File: src/rtl/hazard_if.sv
// Hazard controller signal bundle: ID/EX/MEM register info in, forwarding/stall/flush controls out.
interface hazard_if #(
  parameter int unsigned REG_AW = 3
);
  logic [REG_AW-1:0] id_rs1;
  logic [REG_AW-1:0] id_rs2;
  logic              id_use_rs1;
  logic              id_use_rs2;
  logic [REG_AW-1:0] ex_rd;
  logic              ex_reg_write;
  logic              ex_mem_read;
  logic [REG_AW-1:0] mem_rd;
  logic              mem_reg_write;
  logic              branch_taken;
  logic [1:0]        forward_A;
  logic [1:0]        forward_B;
  logic              stall;
  logic              flush_id;
  logic              flush_ex;
  logic [15:0]       stall_count;
  logic [15:0]       flush_count;

  modport slave (
    input  id_rs1, id_rs2, id_use_rs1, id_use_rs2,
    input  ex_rd, ex_reg_write, ex_mem_read,
    input  mem_rd, mem_reg_write, branch_taken,
    output forward_A, forward_B, stall, flush_id, flush_ex,
    output stall_count, flush_count
  );

  modport master (
    output id_rs1, id_rs2, id_use_rs1, id_use_rs2,
    output ex_rd, ex_reg_write, ex_mem_read,
    output mem_rd, mem_reg_write, branch_taken,
    input  forward_A, forward_B, stall, flush_id, flush_ex,
    input  stall_count, flush_count
  );
endinterface

File: src/rtl/hazard_controller.sv
// Execute-stage hazard sequencer: registered forwarding selects, load-use stall, multi-cycle branch flush.
// Define HAZARD_CTRL_PERF_EN to build the saturating stall/flush performance counters.
module hazard_controller #(
  parameter int unsigned REG_AW       = 3,
  parameter int unsigned FLUSH_CYCLES = 2,
  parameter int unsigned ZERO_REG_EN  = 1
) (
  input  logic     clk,
  input  logic     reset,
  hazard_if.slave  hif
);
  typedef enum logic [1:0] {RUN, STALL, FLUSH} state_t;

  localparam logic [3:0] FLUSH_INIT = 4'(FLUSH_CYCLES - 1);

  state_t     state, state_n;
  logic [3:0] cnt, cnt_n;
  logic       load_use;
  logic       stall_c;
  logic       flush_c;
  logic       enter_flush;
  logic [1:0] sel_a, sel_b;
  logic [1:0] fwd_a, fwd_b;

  function automatic logic src_match(input logic used, input logic [REG_AW-1:0] src,
                                     input logic wr, input logic [REG_AW-1:0] rd);
    return used && wr && (src == rd) && ((ZERO_REG_EN == 0) || (rd != '0));
  endfunction

  // EX producer beats MEM producer: it holds the younger value
  function automatic logic [1:0] fwd_sel(input logic used, input logic [REG_AW-1:0] src);
    if (src_match(used, src, hif.ex_reg_write, hif.ex_rd))
      return 2'b10;
    else if (src_match(used, src, hif.mem_reg_write, hif.mem_rd))
      return 2'b01;
    else
      return 2'b00;
  endfunction

  always_comb begin
    load_use = hif.ex_mem_read && hif.ex_reg_write &&
               (src_match(hif.id_use_rs1, hif.id_rs1, 1'b1, hif.ex_rd) ||
                src_match(hif.id_use_rs2, hif.id_rs2, 1'b1, hif.ex_rd));
    sel_a = fwd_sel(hif.id_use_rs1, hif.id_rs1);
    sel_b = fwd_sel(hif.id_use_rs2, hif.id_rs2);
  end

  always_comb begin
    state_n     = state;
    cnt_n       = cnt;
    stall_c     = 1'b0;
    flush_c     = 1'b0;
    enter_flush = 1'b0;
    case (state)
      RUN: begin
        if (hif.branch_taken) begin
          state_n     = FLUSH;
          cnt_n       = FLUSH_INIT;
          enter_flush = 1'b1;
        end else if (load_use) begin
          stall_c = 1'b1;
          state_n = STALL;
        end
      end
      STALL: begin
        if (hif.branch_taken) begin
          state_n     = FLUSH;
          cnt_n       = FLUSH_INIT;
          enter_flush = 1'b1;
        end else begin
          state_n = RUN;
        end
      end
      FLUSH: begin
        flush_c = 1'b1;
        if (cnt == '0) state_n = RUN;
        else           cnt_n   = cnt - 4'd1;
      end
      default: state_n = RUN;
    endcase
  end

  always_ff @(posedge clk or posedge reset) begin
    if (reset) begin
      state <= RUN;
      cnt   <= '0;
      fwd_a <= '0;
      fwd_b <= '0;
    end else begin
      state <= state_n;
      cnt   <= cnt_n;
      // A bubble (stall) or squashed slot (flush) enters EX with no forwarding
      if (stall_c || flush_c) begin
        fwd_a <= '0;
        fwd_b <= '0;
      end else begin
        fwd_a <= sel_a;
        fwd_b <= sel_b;
      end
    end
  end

  assign hif.forward_A = fwd_a;
  assign hif.forward_B = fwd_b;
  assign hif.stall     = stall_c;
  assign hif.flush_id  = flush_c;
  assign hif.flush_ex  = flush_c;

`ifdef HAZARD_CTRL_PERF_EN
  logic [15:0] stall_cnt_q, flush_cnt_q;

  always_ff @(posedge clk or posedge reset) begin
    if (reset) begin
      stall_cnt_q <= '0;
      flush_cnt_q <= '0;
    end else begin
      if (stall_c && (stall_cnt_q != '1))     stall_cnt_q <= stall_cnt_q + 16'd1;
      if (enter_flush && (flush_cnt_q != '1)) flush_cnt_q <= flush_cnt_q + 16'd1;
    end
  end

  assign hif.stall_count = stall_cnt_q;
  assign hif.flush_count = flush_cnt_q;
`else
  logic unused_perf;
  assign unused_perf     = enter_flush;
  assign hif.stall_count = '0;
  assign hif.flush_count = '0;
`endif
endmodule

File: src/flat_wrapper.sv
// flat-port wrapper written by rule: the top's interface ports become plain ports
module hazard_controller_flat 
#(
  parameter int unsigned REG_AW       = 3,
  parameter int unsigned FLUSH_CYCLES = 2,
  parameter int unsigned ZERO_REG_EN  = 1
)
  (clk, reset, hif_id_rs1, hif_id_rs2, hif_id_use_rs1, hif_id_use_rs2, hif_ex_rd, hif_ex_reg_write, hif_ex_mem_read, hif_mem_rd, hif_mem_reg_write, hif_branch_taken, hif_forward_A, hif_forward_B, hif_stall, hif_flush_id, hif_flush_ex, hif_stall_count, hif_flush_count);
  hazard_if #(.REG_AW(REG_AW)) hif_i ();
  input  logic clk;
  input  logic reset;
  input wire logic [$bits(hif_i.id_rs1)-1:0] hif_id_rs1;
  input wire logic [$bits(hif_i.id_rs2)-1:0] hif_id_rs2;
  input wire logic [$bits(hif_i.id_use_rs1)-1:0] hif_id_use_rs1;
  input wire logic [$bits(hif_i.id_use_rs2)-1:0] hif_id_use_rs2;
  input wire logic [$bits(hif_i.ex_rd)-1:0] hif_ex_rd;
  input wire logic [$bits(hif_i.ex_reg_write)-1:0] hif_ex_reg_write;
  input wire logic [$bits(hif_i.ex_mem_read)-1:0] hif_ex_mem_read;
  input wire logic [$bits(hif_i.mem_rd)-1:0] hif_mem_rd;
  input wire logic [$bits(hif_i.mem_reg_write)-1:0] hif_mem_reg_write;
  input wire logic [$bits(hif_i.branch_taken)-1:0] hif_branch_taken;
  output wire logic [$bits(hif_i.forward_A)-1:0] hif_forward_A;
  output wire logic [$bits(hif_i.forward_B)-1:0] hif_forward_B;
  output wire logic [$bits(hif_i.stall)-1:0] hif_stall;
  output wire logic [$bits(hif_i.flush_id)-1:0] hif_flush_id;
  output wire logic [$bits(hif_i.flush_ex)-1:0] hif_flush_ex;
  output wire logic [$bits(hif_i.stall_count)-1:0] hif_stall_count;
  output wire logic [$bits(hif_i.flush_count)-1:0] hif_flush_count;
  assign hif_i.id_rs1 = hif_id_rs1;
  assign hif_i.id_rs2 = hif_id_rs2;
  assign hif_i.id_use_rs1 = hif_id_use_rs1;
  assign hif_i.id_use_rs2 = hif_id_use_rs2;
  assign hif_i.ex_rd = hif_ex_rd;
  assign hif_i.ex_reg_write = hif_ex_reg_write;
  assign hif_i.ex_mem_read = hif_ex_mem_read;
  assign hif_i.mem_rd = hif_mem_rd;
  assign hif_i.mem_reg_write = hif_mem_reg_write;
  assign hif_i.branch_taken = hif_branch_taken;
  assign hif_forward_A = hif_i.forward_A;
  assign hif_forward_B = hif_i.forward_B;
  assign hif_stall = hif_i.stall;
  assign hif_flush_id = hif_i.flush_id;
  assign hif_flush_ex = hif_i.flush_ex;
  assign hif_stall_count = hif_i.stall_count;
  assign hif_flush_count = hif_i.flush_count;
  hazard_controller #(.REG_AW(REG_AW), .FLUSH_CYCLES(FLUSH_CYCLES), .ZERO_REG_EN(ZERO_REG_EN)) u_core (.clk(clk), .reset(reset), .hif(hif_i));
endmodule
File: config.mk
export PLATFORM = sky130hd
export DESIGN_NAME = hazard_controller_flat
export DESIGN_NICKNAME = d
export VERILOG_FILES = /design/src/rtl/hazard_if.sv /design/src/rtl/hazard_controller.sv /design/src/flat_wrapper.sv
export SDC_FILE = /design/constraint.sdc
export NUM_CORES = 1
export LEC_CHECK = 0
export CORE_MARGIN = 2
export CORE_UTILIZATION = 35
export DETAILED_ROUTE_END_ITERATION = 16
export PLACE_DENSITY = 0.78
export SETUP_SLACK_MARGIN = 0.5
export SLEW_MARGIN = 20
export SYNTH_ARGS = -nofsm -noshare
export SYNTH_HDL_FRONTEND = slang
export SYNTH_SLANG_ARGS = --single-unit
File: constraint.sdc
create_clock -name clk -period 1.69 [get_ports clk]
set_input_delay 0.338 -clock clk [delete_from_list [all_inputs] [get_ports clk]]
set_output_delay 0.338 -clock clk [all_outputs]
set_load 0.02 [all_outputs]
==> flow_summary.ini, run 1 <==
[clock_network]
clk_pin_slew_ns = 0.06
clockBufferDepth = 2
postCtsHoldBufs = 0
clock_sinks = 10
tritoncts_buffers = 3
root_buffer = clkbuf_4
clock_insertion_delay_at_the_later_pin_of_the_skew_report_ns = 0.25
cts_tree = done
htree_num_levels = 1

[power]
power.density_cell_area_mw_per_mm2 = 1080
p_sw_share_pct = 39.7
ir_drop_uv = 737
pwr-share-seq_pct = 24.0
netSwitchingPower_mw = 0.568
power.leakage_nw = 0.657
power_frac_comb_pct = 65.5
p_int_mw = 0.862
power.share.clock_pct = 10.5
total_power_mw = 1.43

[sta]
hold_viol_final = 0
timing.final.crit_share_pct = 114
timing_worst_slew_pin_value_ns = 0.717
timing.setup.tns_ns = -0.229
whs_ns = 0.358
timing.slew.headroom_pct = 51.4
maxClockFrequency_mhz = 521
final_report_max_slew_violation_count = 0
grt_setup_unrepaired = yes
fin_crit_period_ns = 1.92
clock-skew-final_ns = 0.0104
crit_path_setup_slack_layout_ns = -0.229
number_of_setup_violations_in_the_final_report = 1

[run_status]
violated_checks = negative setup slack
outcome = complete, but fails checks

[placed_design]
globalplace.congestion = 0.791
pre_cts_slack_ns = -0.810
dp.final_hpwl_um = 1480
placement.cell_area_sq_mm = 0.00116
placement.io_buffers = 26
placed_cells = 160

[critical_path]
cp.arrival_ns = 1.58
critical_path_buf_inv_count = 1
critPathMaxStageDelay_ns = 0.58
crit_fanout = 2
setup.worst_path.end_class = output pin
critical_path.top_delay_family = simple AND/OR/NAND/NOR gates
worst_setup_path_start_kind = flip-flop
worstPathCellList = or4b_4, a211oi_4, buf_6
timing.critical_path.required_ns = 1.35
timing.setup.critical_path_class = flip-flop to output pin
critPathSlowestCell = or4b_4

[logic_synthesis]
synthDominantCellAreaShare_pct = 28.7
ys_types = 23
yosys_warnings = 0
seq_area_frac_synth_pct = 28.7
synthCells = 93
syn-mean-instance-area_sq_um = 9.38
synth.top_cells.by_area = dfrtp_1, buf_4, xnor2_1
netlist.top_cell.by_area = dfrtp_1
mapped_area_sq_um = 872
synth-seq-cells = 10

[route]
remaining_antenna_violation_count = 0
route.final.wire_length_um = 1910
vias_per_cell = 4.19
drt_drc_violations_left = 0
dr_total_vias = 708
drt_pass1_iterations = 4
detail_route.iter0.violations = 9
routedWlPerCell_um = 11.3

[die]
die_y_um = 53.9
start_util_pct = 36.2
coreArea_sq_mm = 0.00241
die_area_sq_mm = 0.00291
ioPinCount = 59
placement_rows = 18
die_w_um = 53.9

[layout]
drive_above_1_share_pct = 38.1
final_common_cell = conb_1
fin_nets = 162
fin_cells = 169
design_area_sq_mm = 0.00132
top_library_cells_by_usage_in_the_layout_fill_and_taps_aside = conb_1, buf_4, xnor2_1, dfrtp_1, clkdlybuf4s50_1
syn_to_final_growth_pct = 51.8
final_core_util_pct = 54.9
antenna_cells = 0
fill_cells = 217

[run]
cap_violations = 0

[grt]
groute.layer.met1.usage_pct = 12.2
grt_start_max_net_pins = 11
groute.usage.overall_pct = 12.9
grt_overflow_total = 0
global_route.usage.met3_pct = 1.67
grt_util_met2_pct = 28.3
grt_first_pass_wirelength_um = 2750
grt_pass1_vias = 708
top_usage_layer = met2
antenna_violations_before_repair = 0

[worst_hold_path]
worst_hold_path_type = input port to asynchronous set/reset pin
-- state kept, by name, summed over array words and instances, names as in the netlist --
signal and count:
u_core.state 2, u_core.hif.forward_A 2, u_core.hif.forward_B 2, u_core.cnt 4
-- cell families after synthesis --
| kind of cell | after synthesis | share of synthesized area (%) |
|---|---|---|
| AO/OA/AOI/OAI | 6 | 7.17 |
| flip-flops | 10 | 28.7 |
| XOR/XNOR | 14 | 14.1 |
| AND/OR/NAND/NOR | 21 | 15.2 |
| other | 1 | 0.430 |
| buffers and inverters | 38 | 30.6 |
| adder cells (fa/ha/maj) | 1 | 1.43 |
| multiplexers | 2 | 2.44 |
-- path summary, 6_finish.rpt --
path                            startpoint                      end  slack, ns  cells after the start
max in group asynchronous            reset            u_core.cnt[3]       1.06                      2
min reg2reg                  u_core.cnt[0]            u_core.cnt[0]       0.57                      2
min                                  reset          u_core.state[0]       0.36                      2
max                        u_core.state[0]                hif_stall      -0.23                      3
min in group clk             u_core.cnt[0]            u_core.cnt[0]       0.57                      2
max reg2reg                u_core.state[0]  u_core.hif.forward_B[0]       0.07                      5
-- per-layer routing --
metal,up-vias,wire (um)
li1,335,-
met1,335,629
met2,38,1140
met3,0,146
met4,0,0
met5,-,0
-- cell usage after synthesis --
cell	count
nor3b_1	1
nand4_1	3
or2b_4	1
ha_1	1
and2b_2	1
o31ai_2	1
nand4_2	1
or4b_4	1
a21oi_2	1
or3_1	1
inv_1	5
conb_1	1
nor4_1	2
a211oi_1	1
buf_4	33
o311ai_0	1
mux2i_1	1
dfrtp_1	10
xnor2_1	14
nor2_1	9
mux2_2	1
nand3b_1	1
a211oi_2	2
-- area by class of cell --
type,count,area [sq um],share of cell area [%]
Multi-Input combinational cell,76,589,44.5
Timing Repair Buffer,45,403,30.4
Sequential cell,10,250,18.9
Tap cell,30,37.5,2.84
Clock buffer,3,22.5,1.70
Inverter,5,21.3,1.61
-- timing repair --
| action | in CTS | in global routing |
|---|---|---|
| buffers inserted | 5 | 1 |
| hold endpoints to repair | 0 | 0 |
| pin swaps | 9 | 6 |
| gates resized for setup | 51 | 14 |
| setup endpoints to repair | 17 | 13 |
-- worst reg2reg max path, delay by kind of cell (launching register included) --
kind	cells	cell delay, ns
flip-flops	1	0.39
AND/OR/NAND/NOR	2	0.62
AO/OA/AOI/OAI	1	0.20
buffers and inverters	2	0.25
-- power groups by stage --
stage | Clock (mW) | Sequential (mW) | Combinational [mW]
finish | 0.150 | 0.344 | 0.936
global route | 0.165 | 0.350 | 1.01
CTS | 0.156 | 0.341 | 0.839
detailed placement | 0 | 0.346 | 0.699
global placement | 0 | 0.340 | 0.670
floorplan | 0 | 0.337 | 0.541
No activity file was read; power rests on OpenSTA's default activity.
==> run 2: changes to the inputs <==
--- a/config.mk
+++ b/config.mk
@@ -6,9 +6,10 @@
 export NUM_CORES = 1
 export LEC_CHECK = 0
 export CORE_MARGIN = 2
-export CORE_UTILIZATION = 35
+export CORE_UTILIZATION = 38
 export DETAILED_ROUTE_END_ITERATION = 16
-export PLACE_DENSITY = 0.78
+export MAX_ROUTING_LAYER = met4
+export PLACE_DENSITY = 0.84
 export SETUP_SLACK_MARGIN = 0.5
 export SLEW_MARGIN = 20
 export SYNTH_ARGS = -nofsm -noshare
==> constraint.sdc (replaced) <==
create_clock -name clk -period 2.3 [get_ports clk]
set_input_delay 0.46 -clock clk [delete_from_list [all_inputs] [get_ports clk]]
set_output_delay 0.46 -clock clk [all_outputs]
set_load 0.02 [all_outputs]
==> run 2 against run 1 <==
Effect of this change: largest power group unchanged; the flow now finishes without violations; clock skew shrank 0.00052 ns; via count shrank 3.7%; sequential power shrank 29%; clock power shrank 25%; flip-flop and latch count is the same; worst setup slack gained 0.51 ns; cell area shrank 12%; global-route usage grew 0.98 points.
==> flow_summary.ini, run 2 (same netlist as run 1, synthesis figures left out) <==
[power]
power.share.clock_pct = 14.3
ir_drop_uv = 422
power.leakage_nw = 0.567
power.density_cell_area_mw_per_mm2 = 674
p_sw_share_pct = 40.8
p_int_mw = 0.463
pwr-share-seq_pct = 31.3
power_frac_comb_pct = 54.3
netSwitchingPower_mw = 0.319

[grt]
grt_overflow_total = 0
grt_first_pass_wirelength_um = 2660
antenna_violations_before_repair = 0
groute.usage.overall_pct = 13.9
grt_start_max_net_pins = 11
grt_pass1_vias = 621

[sta]
clock-skew-final_ns = 0.00986
timing.final.crit_share_pct = 88.0
hold_viol_final = 0
timing.slew.headroom_pct = 65.8
timing_worst_slew_pin_value_ns = 0.507
grt_setup_unrepaired = yes
crit_path_setup_slack_layout_ns = 0.277
fin_crit_period_ns = 2.02
timing.setup.tns_ns = 0
number_of_setup_violations_in_the_final_report = 0
maxClockFrequency_mhz = 494
final_report_max_slew_violation_count = 0

[run_status]
outcome = completed

[layout]
top_library_cells_by_usage_in_the_layout_fill_and_taps_aside = conb_1, buf_4, xnor2_1
flip_flop_count_of_the_largest_register_after_layout = 4
syn_to_final_growth_pct = 33.0
final-seq-area_sq_um = 250
multi_input_area_sq_um = 494
final_common_cell = conb_1
fill_cells = 219
final_core_util_pct = 52.9
fin_nets = 157
design_area_sq_mm = 0.00116
antenna_cells = 0
drive_above_1_share_pct = 24.6
fin_cells = 162
largest-register = u_core.cnt

[clock_network]
tritoncts_buffers = 3
root_buffer = clkbuf_4
htree_num_levels = 1
clock_insertion_delay_at_the_later_pin_of_the_skew_report_ns = 0.26
clk_pin_slew_ns = 0.06
clockBufferDepth = 2
clock_sinks = 10
cts_tree = done

[die]
die_w_um = 51.9
start_util_pct = 39.8
die_y_um = 51.9
ioPinCount = 59
placement_rows = 17
coreArea_sq_mm = 0.00219
die_area_sq_mm = 0.00269

[placed_design]
globalplace.congestion = 0.772
pre_cts_slack_ns = -0.520
placement.cell_area_sq_mm = 0.00114
placement.io_buffers = 26
dp.final_hpwl_um = 1540
placed_cells = 158

[critical_path]
cp.arrival_ns = 1.56
worst_setup_path_start_kind = input port
setup.worst_path.end_class = output pin
crit_fanout = 2
timing.critical_path.required_ns = 1.84
timing.setup.critical_path_class = input port to output pin

[route]
drt_pass1_iterations = 4
drt_drc_violations_left = 0
dr_total_vias = 682
route.final.wire_length_um = 1730
detail_route.iter0.violations = 8
routedWlPerCell_um = 10.7
vias_per_cell = 4.21
remaining_antenna_violation_count = 0

[run]
cap_violations = 0

[worst_hold_path]
worst_hold_path_type = input port to asynchronous set/reset pin
==> run 2: final cells by class <==
class                      count  share of cell area [%]
multi-input combinational     76                    42.6
timing repair buffer          40                    29.2
sequential                    10                    21.6
tap                           28                    3.02
clock buffer                   3                    1.94
inverter                       5                    1.62
==> run 2: what timing repair did <==
item	in CTS	in global routing
gates resized for setup	24	7
setup buffers	1	0
gates cloned	0	0
pin swaps	4	6
hold buffers	0	0
endpoints found under the setup margin	5	4
==> run 2: metal layers <==
layer	global-route usage, %	vias up	wire length [um]
met2	29.1	30	997
met3	1.72	2	131
li1	-	323	-
met4	3.95	0	4
met5	-	-	0
met1	12.6	327	601
==> run 2: worst paths after layout <==
| kind | startpoint | endpoint | slack [ns] | depth (start not counted) |
|---|---|---|---|---|
| max reg2reg | u_core.state[0] | u_core.hif.forward_A[0] | 0.80 | 4 |
| min reg2reg | u_core.cnt[1] | u_core.cnt[1] | 0.55 | 1 |
| min | reset | u_core.state[1] | 0.47 | 2 |
| min in group clk | hif_id_use_rs2 | u_core.hif.forward_B[0] | 0.51 | 3 |
| max in group asynchronous | reset | u_core.state[0] | 1.55 | 2 |
| max | hif_branch_taken | hif_stall | 0.28 | 4 |
==> run 2: power groups by stage <==
stage / logic [mW] / registers (mW) / clock network, mW
5_1_grt: 0.471 / 0.250 / 0.124
3_3_place_gp: 0.427 / 0.244 / 0
3_5_place_dp: 0.449 / 0.247 / 0
4_1_cts: 0.438 / 0.245 / 0.116
6_report: 0.425 / 0.245 / 0.112
2_1_floorplan: 0.359 / 0.242 / 0
==> run 2: critical path, cell delays in order <==
cell and delay, ns:
clkdlybuf4s15_1 0.19, or4b_4 0.55, a211oi_4 0.21, buf_6 0.15
==> run 2: metrics by stage <==
stage | power, mW | hold slack [ns]
2_1_floorplan | 0.601 | 0.300
3_3_place_gp | 0.671 | 0.509
3_5_place_dp | 0.696 | 0.536
4_1_cts | 0.799 | 0.481
5_1_grt | 0.845 | 0.507
6_report | 0.782 | 0.472
